## config.mk

```make
export PLATFORM = sky130hd
export DESIGN_NAME = top_74ls256
export DESIGN_NICKNAME = d
export VERILOG_FILES = /design/src/rtl/ls256_pkg.sv /design/src/rtl/ls256_section.sv /design/src/rtl/top_74ls256.sv
export SDC_FILE = /design/constraint.sdc
export NUM_CORES = 1
export LEC_CHECK = 0
export CAP_MARGIN = 30
export CORE_AREA = 2 2 39 41
export DETAILED_ROUTE_END_ITERATION = 8
export DIE_AREA = 0 0 41 43
export PLACE_DENSITY = 0.84
export SYNTH_ARGS = -nofsm -noshare
export SYNTH_HDL_FRONTEND = slang
export SYNTH_SLANG_ARGS = --single-unit
```

## constraint.sdc

```tcl
create_clock -name clk -period 2.34 [get_ports clk]
set_clock_uncertainty 0.1 [all_clocks]
set_input_delay 0.351 -clock clk [delete_from_list [all_inputs] [get_ports clk]]
set_output_delay 0.351 -clock clk [all_outputs]
set_load 0.02 [all_outputs]
```

## src/rtl/ls256_pkg.sv

```systemverilog
// rtl/ls256_pkg.sv - mode encoding shared by the 74LS256 addressable latch model
package ls256_pkg;

    // Modes are decoded from {CLR_n, EN_n}.
    localparam logic [1:0] MODE_DEMUX = 2'b00;
    localparam logic [1:0] MODE_CLEAR = 2'b01;
    localparam logic [1:0] MODE_LATCH = 2'b10;
    localparam logic [1:0] MODE_HOLD  = 2'b11;

    function automatic logic is_write(input logic [1:0] mode);
        return (mode == MODE_LATCH) || (mode == MODE_DEMUX);
    endfunction

endpackage

```

## src/rtl/ls256_section.sv

```systemverilog
// rtl/ls256_section.sv - one 4-bit addressable latch section
module ls256_section
    import ls256_pkg::*;
(
    input  logic       clk,
    input  logic       rst_n,
    input  logic [1:0] mode,
    input  logic [1:0] addr,
    input  logic       d,
    output logic [3:0] q
);

    logic [3:0] q_q;
    logic [3:0] q_d;

    // An unknown address matches no case item, so the register holds.
    always_comb begin
        q_d = q_q;
        case (mode)
            MODE_LATCH: begin
                case (addr)
                    2'd0:    q_d[0] = d;
                    2'd1:    q_d[1] = d;
                    2'd2:    q_d[2] = d;
                    2'd3:    q_d[3] = d;
                    default: q_d = q_q;
                endcase
            end
            MODE_DEMUX: begin
                case (addr)
                    2'd0:    q_d = {3'b000, d};
                    2'd1:    q_d = {2'b00, d, 1'b0};
                    2'd2:    q_d = {1'b0, d, 2'b00};
                    2'd3:    q_d = {d, 3'b000};
                    default: q_d = q_q;
                endcase
            end
            MODE_CLEAR: q_d = 4'b0000;
            default:    q_d = q_q;
        endcase
    end

    always_ff @(posedge clk or negedge rst_n) begin
        if (!rst_n) begin
            q_q <= 4'b0000;
        end else begin
            q_q <= q_d;
        end
    end

    assign q = q_q;

endmodule

```

## src/rtl/top_74ls256.sv

```systemverilog
// rtl/top_74ls256.sv - dual 4-bit addressable latch with sequential auto-address load
module top_74ls256
    import ls256_pkg::*;
(
    input  logic       clk,
    input  logic       rst_n,
    input  logic       A,
    input  logic       B,
    input  logic       EN_n,
    input  logic       CLR_n,
    input  logic       SEQ,
    input  logic       D1,
    input  logic       D2,
    output logic [3:0] Q1,
    output logic [3:0] Q2,
    output logic       DONE
);

    logic [1:0] mode;
    logic [1:0] addr;
    logic       write;

    logic [1:0] cnt_q;
    logic [1:0] cnt_d;
    logic       done_q;
    logic       done_d;

    assign mode  = {CLR_n, EN_n};
    assign addr  = SEQ ? cnt_q : {B, A};
    assign write = is_write(mode);

    // Leaving SEQ mode parks the counter so the next load starts at address 0.
    always_comb begin
        cnt_d  = cnt_q;
        done_d = 1'b0;
        if (!SEQ) begin
            cnt_d = 2'd0;
        end else if (mode == MODE_CLEAR) begin
            cnt_d = 2'd0;
        end else if (write) begin
            cnt_d  = cnt_q + 2'd1;
            done_d = (cnt_q == 2'd3);
        end
    end

    always_ff @(posedge clk or negedge rst_n) begin
        if (!rst_n) begin
            cnt_q  <= 2'd0;
            done_q <= 1'b0;
        end else begin
            cnt_q  <= cnt_d;
            done_q <= done_d;
        end
    end

    ls256_section u_sec1 (
        .clk   (clk),
        .rst_n (rst_n),
        .mode  (mode),
        .addr  (addr),
        .d     (D1),
        .q     (Q1)
    );

    ls256_section u_sec2 (
        .clk   (clk),
        .rst_n (rst_n),
        .mode  (mode),
        .addr  (addr),
        .d     (D2),
        .q     (Q2)
    );

    assign DONE = done_q;

endmodule

```

==> results of run 1 <==
-- cell families (layout without fill, tap and decap cells) --
logic type,count (synthesis),in the layout,synth area share (%)
muxes,8,8,13.50
buffers and inverters,5,23,5.696
and+or+nand+nor,20,20,24.69
adders and majority gates,1,1,2.109
DFF,11,11,46.41
AOI/OAI and AO/OA,6,6,7.594
-- worst paths after layout --
path                                         startpoint                      end  slack (ps)  cells after the start
worst min-delay path                              rst_n     cnt_q[1]$_DFFE_PN0P_         320                      1
max in group asynchronous                         rst_n  u_sec2.q[2]$_DFFE_PN0P_        1480                      1
worst max register to register     cnt_q[1]$_DFFE_PN0P_  u_sec2.q[3]$_DFFE_PN0P_        1070                      3
worst max-delay path            u_sec1.q[2]$_DFFE_PN0P_                    Q1[2]         660                      1
worst min register to register  u_sec1.q[3]$_DFFE_PN0P_  u_sec1.q[3]$_DFFE_PN0P_         440                      2
min in group clk                u_sec1.q[3]$_DFFE_PN0P_  u_sec1.q[3]$_DFFE_PN0P_         440                      2
-- area by class of cell --
| type | count | area (µm²) |
|---|---|---|
| multi-input combinational | 35 | 284.0 |
| timing repair buffer | 17 | 170.2 |
| sequential | 11 | 275.3 |
| clock buffer | 4 | 26.28 |
| fill | 129 | 600.6 |
| inverter | 2 | 7.507 |
| tap | 16 | 20.02 |
-- cells in the mapped netlist, drive strengths merged (2+ instances only) --
cell	number	area share, %
dfrtp	11	46
mux2i	8	14
nand2	8	5.1
a21oi	2	2.3
a31oi	2	3.2
buf	2	3.8
inv	2	1.3
nand3	2	1.7
nor2b	2	3.4
nor4b	2	5.1
-- routing by layer --
metal / part of all wire [%] / vias to the layer above / routed length [µm]
li1: - / 214 / -
met1: 44 / 226 / 501
met2: 51 / 11 / 581
met3: 4.8 / 2 / 55
met4: 0.87 / 0 / 10
met5: 0 / - / 0
-- report_power, final --
part	switching, mW	internal [mW]	leakage (nW)
Clock	0.0624	0.0660	0.0150
Sequential	0.00775	0.200	0.149
Combinational	0.0415	0.0428	0.216
-- state kept, by name, indices dropped and copies added, names as in the netlist --
name      cells
cnt_q         2
u_sec2.q      4
DONE          1
u_sec1.q      4
==> impl_metrics.csv, run 1 <==
group,metric,value,unit
outcome,status,"finished, final reports clean",
clock_network,numCtsBuffers,3,
grt,gr-usage-met3,3.141,%
synthesis,ys.flop_type,"dfrtp_1",
synthesis,synth-edff-count,0,
clock_network,cts_resized,0,
timing,hold_viol_final,0,
grt,grt_most_used_layer,"met2",
cells_and_area,drive_above_1_share,13.04,%
timing,setup_viol,0,
cells_and_area,final_cell_mix,"clkdlybuf4s50_1, dfrtp_1, nand2_1, mux2i_1, clkbuf_4",
placed_design,place_area,757.0,µm²
timing,final.setup.tns,0,ps
grt,grt.total_usage,15.20,%
clock_network,cts_root_buf,"clkbuf_4",
clock_network,htree_levels,1,
cells_and_area,fin_util,56.60,%
worst_setup_path,cp_max_fo,2,
worst_setup_path,cp_top_family,"buffers and inverters",
grt,antenna_found_initial,0,
worst_setup_path,cp-end-kind,"output pin",
die,dieWidth,41,µm
cells_and_area,final_nets,80,
worst_setup_path,critPathSlowestCell,"clkdlybuf4s50_1",
routing,antenna_left,0,
cells_and_area,n_antenna_cell,0,
run,maxCapViolCount,0,
worst_setup_path,cp_cell_sequence,"clkdlybuf4s50_1",
cells_and_area,final_cell_count_no_fill,85,
routing,drc,0,
clock_network,worstSkewPairLatency,270,ps
synthesis,yosysUniqueCellTypes,23,
clock_network,clock_sinks,11,
routing,wl,1149,µm
grt,use_met2,25.00,%
die,rows,14,
cells_and_area,fin_area,783.3,µm²
cells_and_area,area_growth,32.07,%
die,core-area,1384,µm²
timing,rsz0062_at_grt,"no",
timing,maxSlewViolCount,0,
grt,grt_pass1_vias,442,
worst_setup_path,crit_buf_inv,1,
synthesis,async_reset_ff_share,100.0,%
die,die-area,1763,µm²
worst_setup_path,required,1890,ps
timing,post-route-period-util,71.88,%
timing,worst_slack,657.9,ps
synthesis,yosysSeqAreaShare,46.41,%
placed_design,preCtsSetupSlack,405.5,ps
placed_design,dpl.hpwl,863.3,µm
die,die_y,43,µm
clock_network,cts_setup_buffers,0,
worst_setup_path,arrival,1230,ps
synthesis,synth_fp_nets,61,
synthesis,ys_warn_count,0,
synthesis,syn_area,593.1,µm²
timing,worst_pin_slew,501.4,ps
grt,overflow,0,
clock_network,hold_buffers,0,
power,ir_drop,0.2655,mV
synthesis,ys_ff_latch,11,
grt,grt_first_pass_wirelength,1814,µm
routing,routed-via-count,453,
routing,viasPerCell,5.329,
placed_design,dpl.cell_count,81,
clock_network,cts_tree,"yes",
routing,firstDrtPassIters,2,
placed_design,port_buffers,17,
cells_and_area,final_common_cell,"clkdlybuf4s50_1",
timing,maxSlewHeadroom,66.47,%
clock_network,clk_pin_slew_worst_paths,70,ps
clock_network,cts_buffer_depth,2,
worst_setup_path,cp-start-kind,"flip-flop",
die,ios,18,
power,finalPower,0.4206,mW
placed_design,gp_congestion,0.6981,
grt,grt_max_degree,12,
worst_setup_path,setup.worst_path.class,"flip-flop to output pin",
grt,grt_util_met1,17.29,%
power,leakage,0.3796,nW
hold_path,hold_path_class,"primary input to async pin",
timing,layout_min_cycle_time,1682,ps
timing,fmax,594.5,MHz
routing,drt-initial-drc-count,5,
worst_setup_path,critPathMaxStageDelay,610,ps
routing,wl_per_cell,13.52,µm
timing,whs,315.7,ps
synthesis,syn_area_per_cell,11.63,µm²
power,p_per_area,537.0,nW/µm²
die,start_util,42.86,%
synthesis,synthCells,51,
Note: power is estimated with default switching activity, not from simulation.
==> run 2, diff against run 1 <==
--- a/config.mk
+++ b/config.mk
@@ -6,10 +6,10 @@
 export NUM_CORES = 1
 export LEC_CHECK = 0
 export CAP_MARGIN = 30
-export CORE_AREA = 2 2 39 41
+export CORE_MARGIN = 2
+export CORE_UTILIZATION = 39
 export DETAILED_ROUTE_END_ITERATION = 8
-export DIE_AREA = 0 0 41 43
-export PLACE_DENSITY = 0.84
+export PLACE_DENSITY = 0.79
 export SYNTH_ARGS = -nofsm -noshare
 export SYNTH_HDL_FRONTEND = slang
 export SYNTH_SLANG_ARGS = --single-unit
==> constraint.sdc (replaced) <==
create_clock -name clk -period 1.5 [get_ports clk]
set_clock_uncertainty 0.1 [all_clocks]
set_input_delay 0.225 -clock clk [delete_from_list [all_inputs] [get_ports clk]]
set_output_delay 0.225 -clock clk [all_outputs]
set_load 0.02 [all_outputs]
==> impl_metrics.csv, run 2 (synthesis results as in run 1) <==
group,metric,value,unit
worst_setup_path,required,1590,ps
die,core-area,1471,µm²
worst_setup_path,cp_top_family,"buffers and inverters",
worst_setup_path,critPathSlowestCell,"clkdlybuf4s50_1",
worst_setup_path,setup.worst_path.class,"primary input to flip-flop",
cells_and_area,multi_input_area,284.0,µm²
clock_network,hold_buffers,0,
worst_setup_path,crit_buf_inv,1,
power,pwr-share-clk,31.1,%
timing,post-route-period-util,92.87,%
worst_setup_path,reg2reg_depth,3,
grt,grt_pass1_vias,472,
worst_setup_path,ff2ff_setup_slack,290,ps
worst_setup_path,r2r_end,"u_sec2.q[3]$_DFFE_PN0P_",
routing,viasPerCell,5.044,
power,seq_power_share,49.0,%
worst_setup_path,cp_cell_sequence,"clkdlybuf4s50_1 -> nor4b_2 -> a31oi_1 -> mux2i_1",
die,die-area,1849,µm²
cells_and_area,nFillCells,150,
timing,worst_slack,107.0,ps
cells_and_area,final_common_cell,"dfrtp_1",
routing,drc,0,
die,start_util,40.31,%
power,ir_drop,0.3482,mV
timing,hold_viol_final,0,
clock_network,numCtsBuffers,3,
worst_setup_path,cp-start-kind,"primary input",
power,switchingPower,0.1811,mW
timing,final.setup.tns,0,ps
placed_design,port_buffers,17,
routing,antenna_left,0,
power,p_per_area,817.2,nW/µm²
placed_design,dpl.hpwl,894.8,µm
power,finalPower,0.6616,mW
timing,rsz0062_at_grt,"no",
grt,overflow,0,
cells_and_area,drive_above_1_share,18.92,%
die,die_y,43.00,µm
die,dieWidth,43.00,µm
worst_setup_path,cp-end-kind,"flip-flop",
cells_and_area,fin_util,55.02,%
power,internal_power,0.4805,mW
worst_setup_path,arrival,1480,ps
clock_network,htree_levels,1,
grt,grt_max_degree,12,
timing,layout_min_cycle_time,1393,ps
clock_network,clk_pin_slew_worst_paths,70,ps
grt,grt_first_pass_wirelength,2063,µm
clock_network,worstSkewPairLatency,260,ps
routing,drt-initial-drc-count,6,
clock_network,cts_tree,"yes",
power,leakage,0.4415,nW
clock_network,cts_root_buf,"clkbuf_4",
hold_path,hold_path_class,"primary input to async pin",
cells_and_area,n_antenna_cell,0,
cells_and_area,area_growth,36.50,%
clock_network,clock_sinks,11,
die,rows,14,
worst_setup_path,cp_max_fo,7,
placed_design,preCtsSetupSlack,-183.4,ps
timing,maxSlewViolCount,0,
timing,fmax,717.9,MHz
power,p_sw_share,27.38,%
cells_and_area,final_nets,85,
clock_network,cts_buffer_depth,2,
timing,setup_viol,0,
outcome,status,"finished, final reports clean",
routing,firstDrtPassIters,4,
power,p_comb_share,19.9,%
routing,wl_per_cell,12.91,µm
timing,worst_pin_slew,506.5,ps
run,maxCapViolCount,0,
cells_and_area,seq_area,275.3,µm²
worst_setup_path,critPathMaxStageDelay,660,ps
timing,maxSlewHeadroom,66.13,%
routing,wl,1162,µm
cells_and_area,final_cell_mix,"dfrtp_1, dlygate4sd2_1, nand2_1, mux2i_1, clkdlybuf4s50_1",
grt,grt.total_usage,15.09,%
worst_setup_path,r2r-start,"cnt_q[1]$_DFFE_PN0P_",
placed_design,gp_congestion,0.7768,
grt,antenna_found_initial,0,
die,ios,18,
routing,routed-via-count,454,
run 2: worst max path at each step:
stage | cells past startpoint | slack, ps | endpoint | start
2_1_floorplan | 3 | 370 | u_sec1.q[3]$_DFFE_PN0P_ | cnt_q[1]$_DFFE_PN0P_
3_5_place_dp | 4 | -180 | u_sec2.q[1]$_DFFE_PN0P_ | SEQ
4_1_cts | 4 | 110 | u_sec1.q[0]$_DFFE_PN0P_ | SEQ
6_report | 4 | 110 | u_sec1.q[1]$_DFFE_PN0P_ | SEQ
3_3_place_gp | 4 | -140 | u_sec1.q[1]$_DFFE_PN0P_ | SEQ
5_1_grt | 4 | 30 | u_sec1.q[1]$_DFFE_PN0P_ | SEQ
run 2: layout make-up:
type | count | area share, %
clock buffers | 4 | 3.246
inverters | 2 | 0.9274
multi-input cells | 35 | 35.08
flip-flops and latches | 11 | 34.00
well taps | 16 | 2.473
repair buffers | 22 | 24.27
run 2: metrics by stage:
step | hold WS, ps | area (µm²) | std cells
6_report | 193.6 | 809.5 | 90
5_1_grt | 224.8 | 809.5 | 90
4_1_cts | 211.7 | 809.5 | 90
3_5_place_dp | 430.6 | 794.5 | 86
3_3_place_gp | 432.9 | 794.5 | 86
2_1_floorplan | -170.6 | 593.1 | 51
run 2: per-layer routing:
| metal | global-route usage (%) | wire [µm] | up-vias |
|---|---|---|---|
| met5 | 0 | 0 | - |
| met4 | 5.455 | 0 | 0 |
| met2 | 23.03 | 534 | 13 |
| met1 | 20.64 | 548 | 218 |
| li1 | - | - | 223 |
| met3 | 3.830 | 79 | 0 |
run 2: power by group through the flow:
stage	clock network, mW	logic [mW]	registers (mW)
6_report	0.206	0.132	0.324
3_5_place_dp	0	0.143	0.330
4_1_cts	0.212	0.134	0.324
2_1_floorplan	0	0.0570	0.346
5_1_grt	0.241	0.144	0.326
3_3_place_gp	0	0.140	0.331
run 2: timing repair:
| action | CTS | global route |
|---|---|---|
| setup buffers | 0 | 0 |
| resized for setup | 9 | 0 |
| endpoints found under the setup margin | 9 | 0 |
==> run 3, diff against run 2 <==
--- a/config.mk
+++ b/config.mk
@@ -5,7 +5,7 @@
 export SDC_FILE = /design/constraint.sdc
 export NUM_CORES = 1
 export LEC_CHECK = 0
-export CAP_MARGIN = 30
+export CAP_MARGIN = 15
 export CORE_MARGIN = 2
 export CORE_UTILIZATION = 39
 export DETAILED_ROUTE_END_ITERATION = 8
==> results of run 3 <==
The final DEF is identical to that of run 2; final timing and power are the same.
